### config.mk
export PLATFORM = sky130hd
export DESIGN_NAME = uart_mmio
export DESIGN_NICKNAME = d
export VERILOG_FILES = /design/src/rtl/uart_mmio_pkg.sv /design/src/rtl/sync_fifo.sv /design/src/rtl/uart_mmio.sv
export SDC_FILE = /design/constraint.sdc
export NUM_CORES = 1
export LEC_CHECK = 0
export CAP_MARGIN = 0
export CORE_MARGIN = 2
export CORE_UTILIZATION = 45
export CTS_CLUSTER_SIZE = 12
export DETAILED_ROUTE_END_ITERATION = 10
export PLACE_DENSITY = 0.89
export SLEW_MARGIN = 20
export SYNTH_ARGS = -nofsm -noshare
export SYNTH_HDL_FRONTEND = slang
export SYNTH_SLANG_ARGS = --single-unit
### constraint.sdc
create_clock -name clock -period 6.5 [get_ports clock]
set_clock_uncertainty 0.2 [all_clocks]
set_input_delay 1.95 -clock clock [delete_from_list [all_inputs] [get_ports clock]]
set_output_delay 1.95 -clock clock [all_outputs]
set_load 0.005 [all_outputs]
### src/rtl/uart_mmio_pkg.sv
// Shared definitions for the memory-mapped console UART: window base, register
// offsets, LSR bit positions and the RX poll state encoding.
package uart_mmio_pkg;

  localparam logic [63:0] UART_BASE   = 64'h0000_0000_1000_0000;
  localparam logic [2:0]  UART_THR    = 3'd0;
  localparam logic [2:0]  UART_LSR    = 3'd5;
  localparam int          LSR_DR      = 0;
  localparam int          LSR_THRE    = 5;
  localparam int          LSR_TEMT    = 6;
  localparam logic [7:0]  UART_NODATA = 8'hFF;

  typedef enum logic [1:0] {
    S_WAIT = 2'd0,
    S_POLL = 2'd1,
    S_HOLD = 2'd2
  } rx_state_e;

  // Places a byte into its lane of a 64-bit data word.
  function automatic logic [63:0] lane_place(input logic [2:0] lane, input logic [7:0] b);
    return 64'(b) << {lane, 3'b000};
  endfunction

endpackage

### src/rtl/sync_fifo.sv
// Single-clock FIFO with extra-MSB pointers; dout shows the head entry
// combinationally. Push when full and pop when empty are ignored.
module sync_fifo #(
  parameter int WIDTH = 8,
  parameter int DEPTH = 8
) (
  input  logic             clock,
  input  logic             reset,
  input  logic             push,
  input  logic             pop,
  input  logic [WIDTH-1:0] din,
  output logic [WIDTH-1:0] dout,
  output logic             full,
  output logic             empty
);

  localparam int AW = $clog2(DEPTH);

  logic [WIDTH-1:0] mem_q [DEPTH];
  logic [AW:0]      wr_ptr_q, wr_ptr_d;
  logic [AW:0]      rd_ptr_q, rd_ptr_d;
  logic             do_push, do_pop;

  assign full    = (wr_ptr_q[AW] != rd_ptr_q[AW]) && (wr_ptr_q[AW-1:0] == rd_ptr_q[AW-1:0]);
  assign empty   = (wr_ptr_q == rd_ptr_q);
  assign do_push = push & ~full;
  assign do_pop  = pop & ~empty;
  assign dout    = mem_q[rd_ptr_q[AW-1:0]];

  always_comb begin
    wr_ptr_d = wr_ptr_q;
    rd_ptr_d = rd_ptr_q;
    if (do_push) wr_ptr_d = wr_ptr_q + (AW+1)'(1);
    if (do_pop)  rd_ptr_d = rd_ptr_q + (AW+1)'(1);
  end

  always_ff @(posedge clock) begin
    if (reset) begin
      wr_ptr_q <= '0;
      rd_ptr_q <= '0;
    end else begin
      wr_ptr_q <= wr_ptr_d;
      rd_ptr_q <= rd_ptr_d;
    end
  end

  always_ff @(posedge clock) begin
    if (do_push) mem_q[wr_ptr_q[AW-1:0]] <= din;
  end

endmodule

### src/rtl/uart_mmio.sv
// Memory-mapped console UART on the data-memory request bus: THR/RBR/LSR
// decode, one-cycle response register, paced TX drain and RX console polling.
//
// state  | meaning
// S_WAIT | no byte held; counting cycles until the next console poll
// S_POLL | io_uart_in_valid high; io_uart_in_ch sampled this cycle
// S_HOLD | received byte held (DR=1); polling paused until RBR is read
module uart_mmio
  import uart_mmio_pkg::*;
#(
  parameter logic [63:0] BASE     = UART_BASE,
  parameter int          TX_DEPTH = 8,
  parameter int          TX_GAP   = 0,
  parameter int          RX_POLL  = 16
) (
  input  logic        clock,
  input  logic        reset,
  input  logic        req_valid,
  output logic        req_ready,
  input  logic        req_we,
  input  logic [63:0] req_addr,
  input  logic [63:0] req_wdata,
  input  logic [7:0]  req_wstrb,
  output logic        resp_valid,
  output logic [63:0] resp_rdata,
  output logic        resp_err,
  output logic        io_uart_out_valid,
  output logic [7:0]  io_uart_out_ch,
  output logic        io_uart_in_valid,
  input  logic [7:0]  io_uart_in_ch
);

  localparam int GW = (TX_GAP > 0) ? $clog2(TX_GAP + 1) : 1;
  localparam int PW = (RX_POLL > 1) ? $clog2(RX_POLL) : 1;

  logic [2:0]  lane;
  logic        in_win, thr_store, accept, rbr_read, lsr_read;
  logic        tx_push, tx_pop, tx_full, tx_empty, tx_idle, dr;
  logic [7:0]  tx_dout, lsr;
  logic [63:0] rdata_d;

  logic        resp_valid_q, resp_err_q;
  logic [63:0] resp_rdata_q;
  logic        out_valid_q;
  logic [7:0]  out_ch_q;
  logic [GW-1:0] gap_q;

  rx_state_e   rx_state_q, rx_state_d;
  logic [PW-1:0] poll_cnt_q, poll_cnt_d;
  logic [7:0]  rx_byte_q, rx_byte_d;
  logic        in_valid_q;

  logic        unused_ok;
  assign unused_ok = ^{req_wdata[63:8], req_wstrb[7:1]};

  assign lane      = req_addr[2:0];
  assign in_win    = (req_addr[63:3] == BASE[63:3]);
  assign thr_store = req_valid & req_we & (req_addr == BASE) & req_wstrb[0];
  // The stall looks at the registered full flag, so a same-edge pop does not let a store in.
  assign req_ready = ~reset & ~(thr_store & tx_full);
  assign accept    = req_valid & req_ready;
  assign tx_push   = accept & thr_store;
  assign rbr_read  = accept & ~req_we & in_win & (lane == UART_THR);
  assign lsr_read  = accept & ~req_we & in_win & (lane == UART_LSR);
  assign dr        = (rx_state_q == S_HOLD);

  sync_fifo #(.WIDTH(8), .DEPTH(TX_DEPTH)) u_tx_fifo (
    .clock (clock),
    .reset (reset),
    .push  (tx_push),
    .pop   (tx_pop),
    .din   (req_wdata[7:0]),
    .dout  (tx_dout),
    .full  (tx_full),
    .empty (tx_empty)
  );

  assign tx_pop  = ~tx_empty & (gap_q == '0);
  assign tx_idle = ~out_valid_q & (gap_q == '0);

  always_comb begin
    lsr           = '0;
    lsr[LSR_DR]   = dr;
    lsr[LSR_THRE] = ~tx_full;
    lsr[LSR_TEMT] = tx_empty & tx_idle;
  end

  always_comb begin
    rdata_d = '0;
    if (rbr_read && dr) rdata_d = lane_place(UART_THR, rx_byte_q);
    else if (lsr_read)  rdata_d = lane_place(UART_LSR, lsr);
  end

  always_ff @(posedge clock) begin
    if (reset) begin
      resp_valid_q <= 1'b0;
      resp_err_q   <= 1'b0;
      resp_rdata_q <= '0;
    end else begin
      resp_valid_q <= accept;
      resp_err_q   <= accept & ~in_win;
      resp_rdata_q <= rdata_d;
    end
  end

  // Gap counter is a down-counter reloaded on every pop; the head may pop only at zero.
  always_ff @(posedge clock) begin
    if (reset) begin
      out_valid_q <= 1'b0;
      out_ch_q    <= '0;
      gap_q       <= '0;
    end else begin
      out_valid_q <= tx_pop;
      if (tx_pop) begin
        out_ch_q <= tx_dout;
        gap_q    <= GW'(TX_GAP);
      end else if (gap_q != '0) begin
        gap_q <= gap_q - GW'(1);
      end
    end
  end

  always_comb begin
    rx_state_d = rx_state_q;
    poll_cnt_d = poll_cnt_q;
    rx_byte_d  = rx_byte_q;
    case (rx_state_q)
      S_WAIT: begin
        if (poll_cnt_q == PW'(RX_POLL - 1)) begin
          rx_state_d = S_POLL;
          poll_cnt_d = '0;
        end else begin
          poll_cnt_d = poll_cnt_q + PW'(1);
        end
      end
      S_POLL: begin
        if (io_uart_in_ch != UART_NODATA) begin
          rx_byte_d  = io_uart_in_ch;
          rx_state_d = S_HOLD;
        end else begin
          rx_state_d = S_WAIT;
        end
      end
      S_HOLD: begin
        if (rbr_read) rx_state_d = S_WAIT;
      end
      default: rx_state_d = S_WAIT;
    endcase
  end

  always_ff @(posedge clock) begin
    if (reset) begin
      rx_state_q <= S_WAIT;
      poll_cnt_q <= '0;
      rx_byte_q  <= '0;
      in_valid_q <= 1'b0;
    end else begin
      rx_state_q <= rx_state_d;
      poll_cnt_q <= poll_cnt_d;
      rx_byte_q  <= rx_byte_d;
      in_valid_q <= (rx_state_d == S_POLL);
    end
  end

  assign resp_valid        = resp_valid_q;
  assign resp_err          = resp_err_q;
  assign resp_rdata        = resp_rdata_q;
  assign io_uart_out_valid = out_valid_q;
  assign io_uart_out_ch    = out_ch_q;
  assign io_uart_in_valid  = in_valid_q;

endmodule

==> flow_summary.toml, run 1 <==
[detailed_routing]
detailroute.via_count = 3136
drcViolationCount = 0
viasPerCell = 5.08
drt_iter0_drc = 112
detail-route-antenna-nets = 0
wirelength_um = 10100
firstDrtPassIters = 4
post_drt_wl_per_cell_um = 16.3

[global_routing]
gr-usage-met3 = 0.0381
groute.usage.overall = 0.180
antenna_found_initial = 0
grt-ovfl-total = 0
grt_pass1_wl_um = 15700
grt_util_met1 = 0.207
grt_max_degree = 39
busiest_layer = "met2"
grt_use_met2 = 0.331
grt_pass1_vias = 3195

[sta]
setup_ws_ns = 0.430
fin_crit_ns = 6.07
finalCritPeriodShare = 0.934
worst_slew_pin_slew_ns = 0.995
max-slew-margin-rel = 0.334
fin_setup_tns_ns = 0
drv_slew = 0
finalSetupViolCount = 0
hold_viol = 0
holdWs_ns = 0.265
rsz0062_at_grt = "no"
fmax_ghz = 0.165

[synth]
ys_ff_latch = 110
synthTopCellsByArea = "edfxtp_1 (40%), dfxtp_1 (19%), buf_4 (8.4%)"
yosysSeqAreaShare = 0.587
yosysWarningCount = 0
synth_top_area_frac = 0.397
syn_avg_cell_area_sq_um = 13.4
synth_top_cell_by_area = "edfxtp_1"
syn-instance-count = 362
synth_edf_count = 64
synthFlopType = "edfxtp_1"
async_flop_share = 0
ys_types = 47
synthTopCellsByCount = "edfxtp_1 (64), buf_4 (54), dfxtp_1 (46)"
yosysMostFrequentCell = "edfxtp_1"
syn_area_sq_um = 4840

[critical_path]
end_kind = "output port"
path_cells = "clkdlybuf4s50_1 > or4_4 > nor3_1 > nand4_1 > nor2b_1 > clkdlybuf4s50_1"
start_kind = "primary input"
cp-startpoint = "req_addr[22]"
path_common_cell = "clkdlybuf4s50_1"
arrival_ns = 3.92
r2r_slack_ns = 3.05
critical_path_class = "primary input to output port"
critical_path.slowest_cell = "or4_4"
slowest_delay_ns = 0.56
cp_data_required_time_ns = 4.35
worstReg2RegStart = "u_tx_fifo.rd_ptr_q[1]"
crit_fanout = 2
rr_worst_depth = 5
endpoint = "req_ready"
r2r_end = "u_tx_fifo.mem_q[7][7]"

[die]
die_area_sq_um = 11600
die_w_um = 108
start_util = 0.467
rows = 37
coreArea_sq_um = 10400
die_h_um = 108
io-pin-count = 225

[worst_hold_path]
hp-class = "register to register"

[clock_network]
cts_resized = 0
htreeDepth = 3
cts_hold_buf = 0
cts_setup_buffers = 0
clk_latency_ns = 0.38
cts_root_buf = "clkbuf_8"
cts_tree = "yes"
cts_buffers = 9
clk_pin_slew_ns = 0.10
cts_num_sinks = 110
clock_path_buffers = 2

[place]
dp.cells = 601
place_area_sq_um = 5900
dp_hpwl_um = 7140
dp_slack_ns = 0.414
portBuffers = 108
gp_congestion = 0.740

[run_status]
status = "complete, no violations"

[power]
pwr-share-seq = 0.591
power.switching_mw = 0.276
finalPower_mw = 1.25
netSwitchingFraction = 0.220
power_leakage_nw = 2.15
power_density_nw_per_um2 = 205
p_comb_frac = 0.065
peakVddDrop_uv = 154
p_clk_frac = 0.344
internal-power_mw = 0.975

[final_layout]
final_area_sq_um = 6110
nets = 627
diodes = 0
final_util = 0.590
fill_cells = 811
multiInputGateArea_sq_um = 1710
final_cells = 617
seqCellArea_sq_um = 2840
drive_above_1_share = 0.119
area_growth_pct = 26.3

[flow_run]
cap_violations = 0
-- power by group through the flow --
stage / registers, mW / logic (mW) / clock network, mW
detailed placement: 0.756 / 0.0805 / 0
CTS: 0.740 / 0.0810 / 0.438
global placement: 0.755 / 0.0779 / 0
finish: 0.740 / 0.0814 / 0.430
global route: 0.740 / 0.0896 / 0.463
floorplan: 0.755 / 0.0413 / 0
-- worst min-delay path by stage --
stage | startpoint | to | slack [ns] | depth (start not counted)
3_3_place_gp | rx_byte_q[0] | resp_rdata[0] | 0.24 | 1
2_1_floorplan | rx_byte_q[0] | resp_rdata[0] | 0.23 | 1
6_report | rx_byte_q[4] | resp_rdata[4] | 0.27 | 1
5_1_grt | rx_byte_q[0] | resp_rdata[0] | 0.28 | 1
4_1_cts | rx_byte_q[0] | resp_rdata[0] | 0.27 | 1
3_5_place_dp | rx_byte_q[0] | resp_rdata[0] | 0.24 | 1
-- worst max-delay path: cells and delay by family --
family	cells	cell delay [ns]
buf+inv	2	0.85
simple gates	4	1.12
-- cell families after synthesis --
kind of cell             Yosys count  synth area share
AO/OA/AOI/OAI                     24            0.0326
XOR/XNOR                           9            0.0163
adder cells (fa/ha/maj)            3           0.00775
buffers and inverters             72             0.100
flip-flops                       110             0.587
multiplexers                      35             0.116
other                              1          0.000774
AND/OR/NAND/NOR                  108             0.140
-- cell type report --
| cell class | count | share of cell area |
|---|---|---|
| flip-flops and latches | 110 | 0.465 |
| clock buffers | 9 | 0.0203 |
| multi-input cells | 233 | 0.280 |
| well taps | 136 | 0.0278 |
| repair buffers | 119 | 0.190 |
| inverters | 3 | 0.00184 |
| clock inverters | 7 | 0.0145 |
-- metal layers --
layer | wire (um) | vias to the layer above
met5 | 0 | -
met4 | 170 | 0
met3 | 541 | 18
met2 | 5260 | 119
met1 | 4120 | 1536
li1 | - | 1463
-- flip-flops by register name (all words and copies together), names as in the netlist, 2 cells and up --
signal and count:
io_uart_out_ch 8, poll_cnt_q 4, resp_rdata 11, rx_byte_q 8, rx_state_q 2, u_tx_fifo.mem_q 64, u_tx_fifo.rd_ptr_q 4, u_tx_fifo.wr_ptr_q 4
-- layout by cell type (no fill, tap or decap), types with 4 or more instances in the layout --
cell type / count
nand2_1: 7
edfxtp_1: 64
buf_4: 11
clkbuf_8: 9
and2_1: 9
nor2_1: 28
a211oi_1: 8
conb_1: 54
nor3_1: 7
xor2_1: 4
and4_1: 4
nor4_1: 15
clkdlybuf4s50_1: 108
mux2i_1: 17
xnor2_1: 5
nor2b_1: 7
dfxtp_1: 46
o21ai_0: 4
nand4_1: 10
mux4_2: 16
a21oi_1: 7
No activity file was read; power rests on OpenSTA's default activity.
==> run 2: changes to the inputs <==
--- a/config.mk
+++ b/config.mk
@@ -6,7 +6,6 @@
 export NUM_CORES = 1
 export LEC_CHECK = 0
 export CAP_MARGIN = 0
-export CORE_MARGIN = 2
 export CORE_UTILIZATION = 45
 export CTS_CLUSTER_SIZE = 12
 export DETAILED_ROUTE_END_ITERATION = 10
==> flow_summary.toml, run 2 (synthesis results as in run 1) <==
[die]
die_w_um = 106
die_h_um = 106
io-pin-count = 225
start_util = 0.467
die_area_sq_um = 11200
rows = 37
coreArea_sq_um = 10400

[power]
power_leakage_nw = 2.15
finalPower_mw = 1.26
peakVddDrop_uv = 150
power_density_nw_per_um2 = 206

[detailed_routing]
wirelength_um = 10000
drcViolationCount = 0
post_drt_wl_per_cell_um = 16.3
detail-route-antenna-nets = 0
detailroute.via_count = 3141
drt_iter0_drc = 111
viasPerCell = 5.09
firstDrtPassIters = 6

[sta]
rsz0062_at_grt = "no"
fmax_ghz = 0.162
fin_crit_ns = 6.16
fin_setup_tns_ns = 0
hold_viol = 0
finalSetupViolCount = 0
drv_slew = 0
max-slew-margin-rel = 0.363
worst_slew_pin_slew_ns = 0.954
finalCritPeriodShare = 0.948

[global_routing]
groute.usage.overall = 0.187
antenna_found_initial = 0
grt_pass1_wl_um = 15900
grt_max_degree = 39
grt_pass1_vias = 3203
grt-ovfl-total = 0

[clock_network]
clk_latency_ns = 0.35
cts_num_sinks = 110
cts_root_buf = "clkbuf_8"
cts_setup_buffers = 0
clock_path_buffers = 2
clk_pin_slew_ns = 0.09
htreeDepth = 3
cts_hold_buf = 0
cts_resized = 0
cts_buffers = 9
cts_tree = "yes"

[place]
dp_hpwl_um = 7350
portBuffers = 108
gp_congestion = 0.752

[final_layout]
multiInputGateArea_sq_um = 1710
seqCellArea_sq_um = 2840
fill_cells = 815
nets = 627
diodes = 0
largest_reg_flops = 64
final_cell_mix = "clkdlybuf4s50_1 (108), edfxtp_1 (64), conb_1 (54), dfxtp_1 (46), nor2_1 (28)"
area_growth_pct = 26.4
mostFrequentLayoutCell = "clkdlybuf4s50_1"
drive_above_1_share = 0.116

[critical_path]
path_cells = "clkdlybuf4s50_1 > nor4_1 > nand4_1 > nor3_1 > nand4_1 > nor2b_1 > clkdlybuf4s50_1"
slowest_delay_ns = 0.46
arrival_ns = 4.01
end_kind = "output port"
r2r_slack_ns = 3.19
cp_data_required_time_ns = 4.35
crit_fanout = 2
critPathBufInv = 2
critical_path_class = "primary input to output port"
path_delay_family = "simple AND/OR/NAND/NOR gates"
critical_path.slowest_cell = "clkdlybuf4s50_1"
start_kind = "primary input"

[worst_hold_path]
hp-class = "register to register"

[flow_run]
cap_violations = 0

[run_status]
status = "complete, no violations"
==> run 2: changes by cell type in the layout (fill, tap and decap cells not counted), sizes merged <==
cell      before  now
bufinv         1    2
clkinv         3    1
clkbuf         9   10
clkinvlp       0    1
inv            6    5
==> run 2: layer usage <==
metal | wire [um] | global-route usage
met3 | 596 | 0.0495
met1 | 3930 | 0.214
met5 | 0 | 0
met4 | 174 | 0.0446
met2 | 5320 | 0.345
==> run 2: layout make-up <==
cell class              count  area share
flip-flops and latches    110       0.464
clock buffers              10      0.0209
repair buffers            119       0.190
clock inverters             6      0.0151
inverters                   3     0.00184
multi-input cells         233       0.280
well taps                 136      0.0278
==> run 2: path summary, 6_finish.rpt <==
kind / from / end / depth (start not counted)
worst max-delay path: req_addr[16] / req_ready / 7
worst min-delay path: rx_byte_q[2] / resp_rdata[2] / 1
worst max register to register: u_tx_fifo.rd_ptr_q[1] / u_tx_fifo.mem_q[7][0] / 5
worst min register to register: rx_byte_q[2] / resp_rdata[2] / 1
==> run 2: per-stage QoR <==
stage / util / hold WS, ns / area [sq um] / worst slack, ns / instances
floorplan: - / 0.230 / 5040 / 1.37 / 415
global placement: 0.569 / 0.235 / 5900 / 0.447 / 601
detailed placement: 0.569 / 0.247 / 5900 / 0.349 / 601
CTS: 0.590 / 0.270 / 6120 / 0.351 / 617
global route: 0.590 / 0.299 / 6120 / 0.137 / 617
finish: 0.590 / 0.269 / 6120 / 0.338 / 617
==> run 2: worst register-to-register path, delay by kind of cell (launching register included) <==
family                    cells  cell delay [ns]
DFF                           1             0.96
xor gates and xnor gates      1             0.27
and+or+nand+nor               4             1.52
==> run 2: power breakdown <==
part	switching (mW)	internal (mW)
clock network	0.220	0.221
registers	0.00220	0.737
logic	0.0305	0.0509
==> run 3: changes to the inputs <==
--- a/config.mk
+++ b/config.mk
@@ -7,6 +7,7 @@
 export LEC_CHECK = 0
 export CAP_MARGIN = 0
 export CORE_UTILIZATION = 45
+export CTS_CLUSTER_DIAMETER = 150
 export CTS_CLUSTER_SIZE = 12
 export DETAILED_ROUTE_END_ITERATION = 10
 export PLACE_DENSITY = 0.89
==> results of run 3 <==
The final DEF is identical to that of run 2; final timing and power are the same.
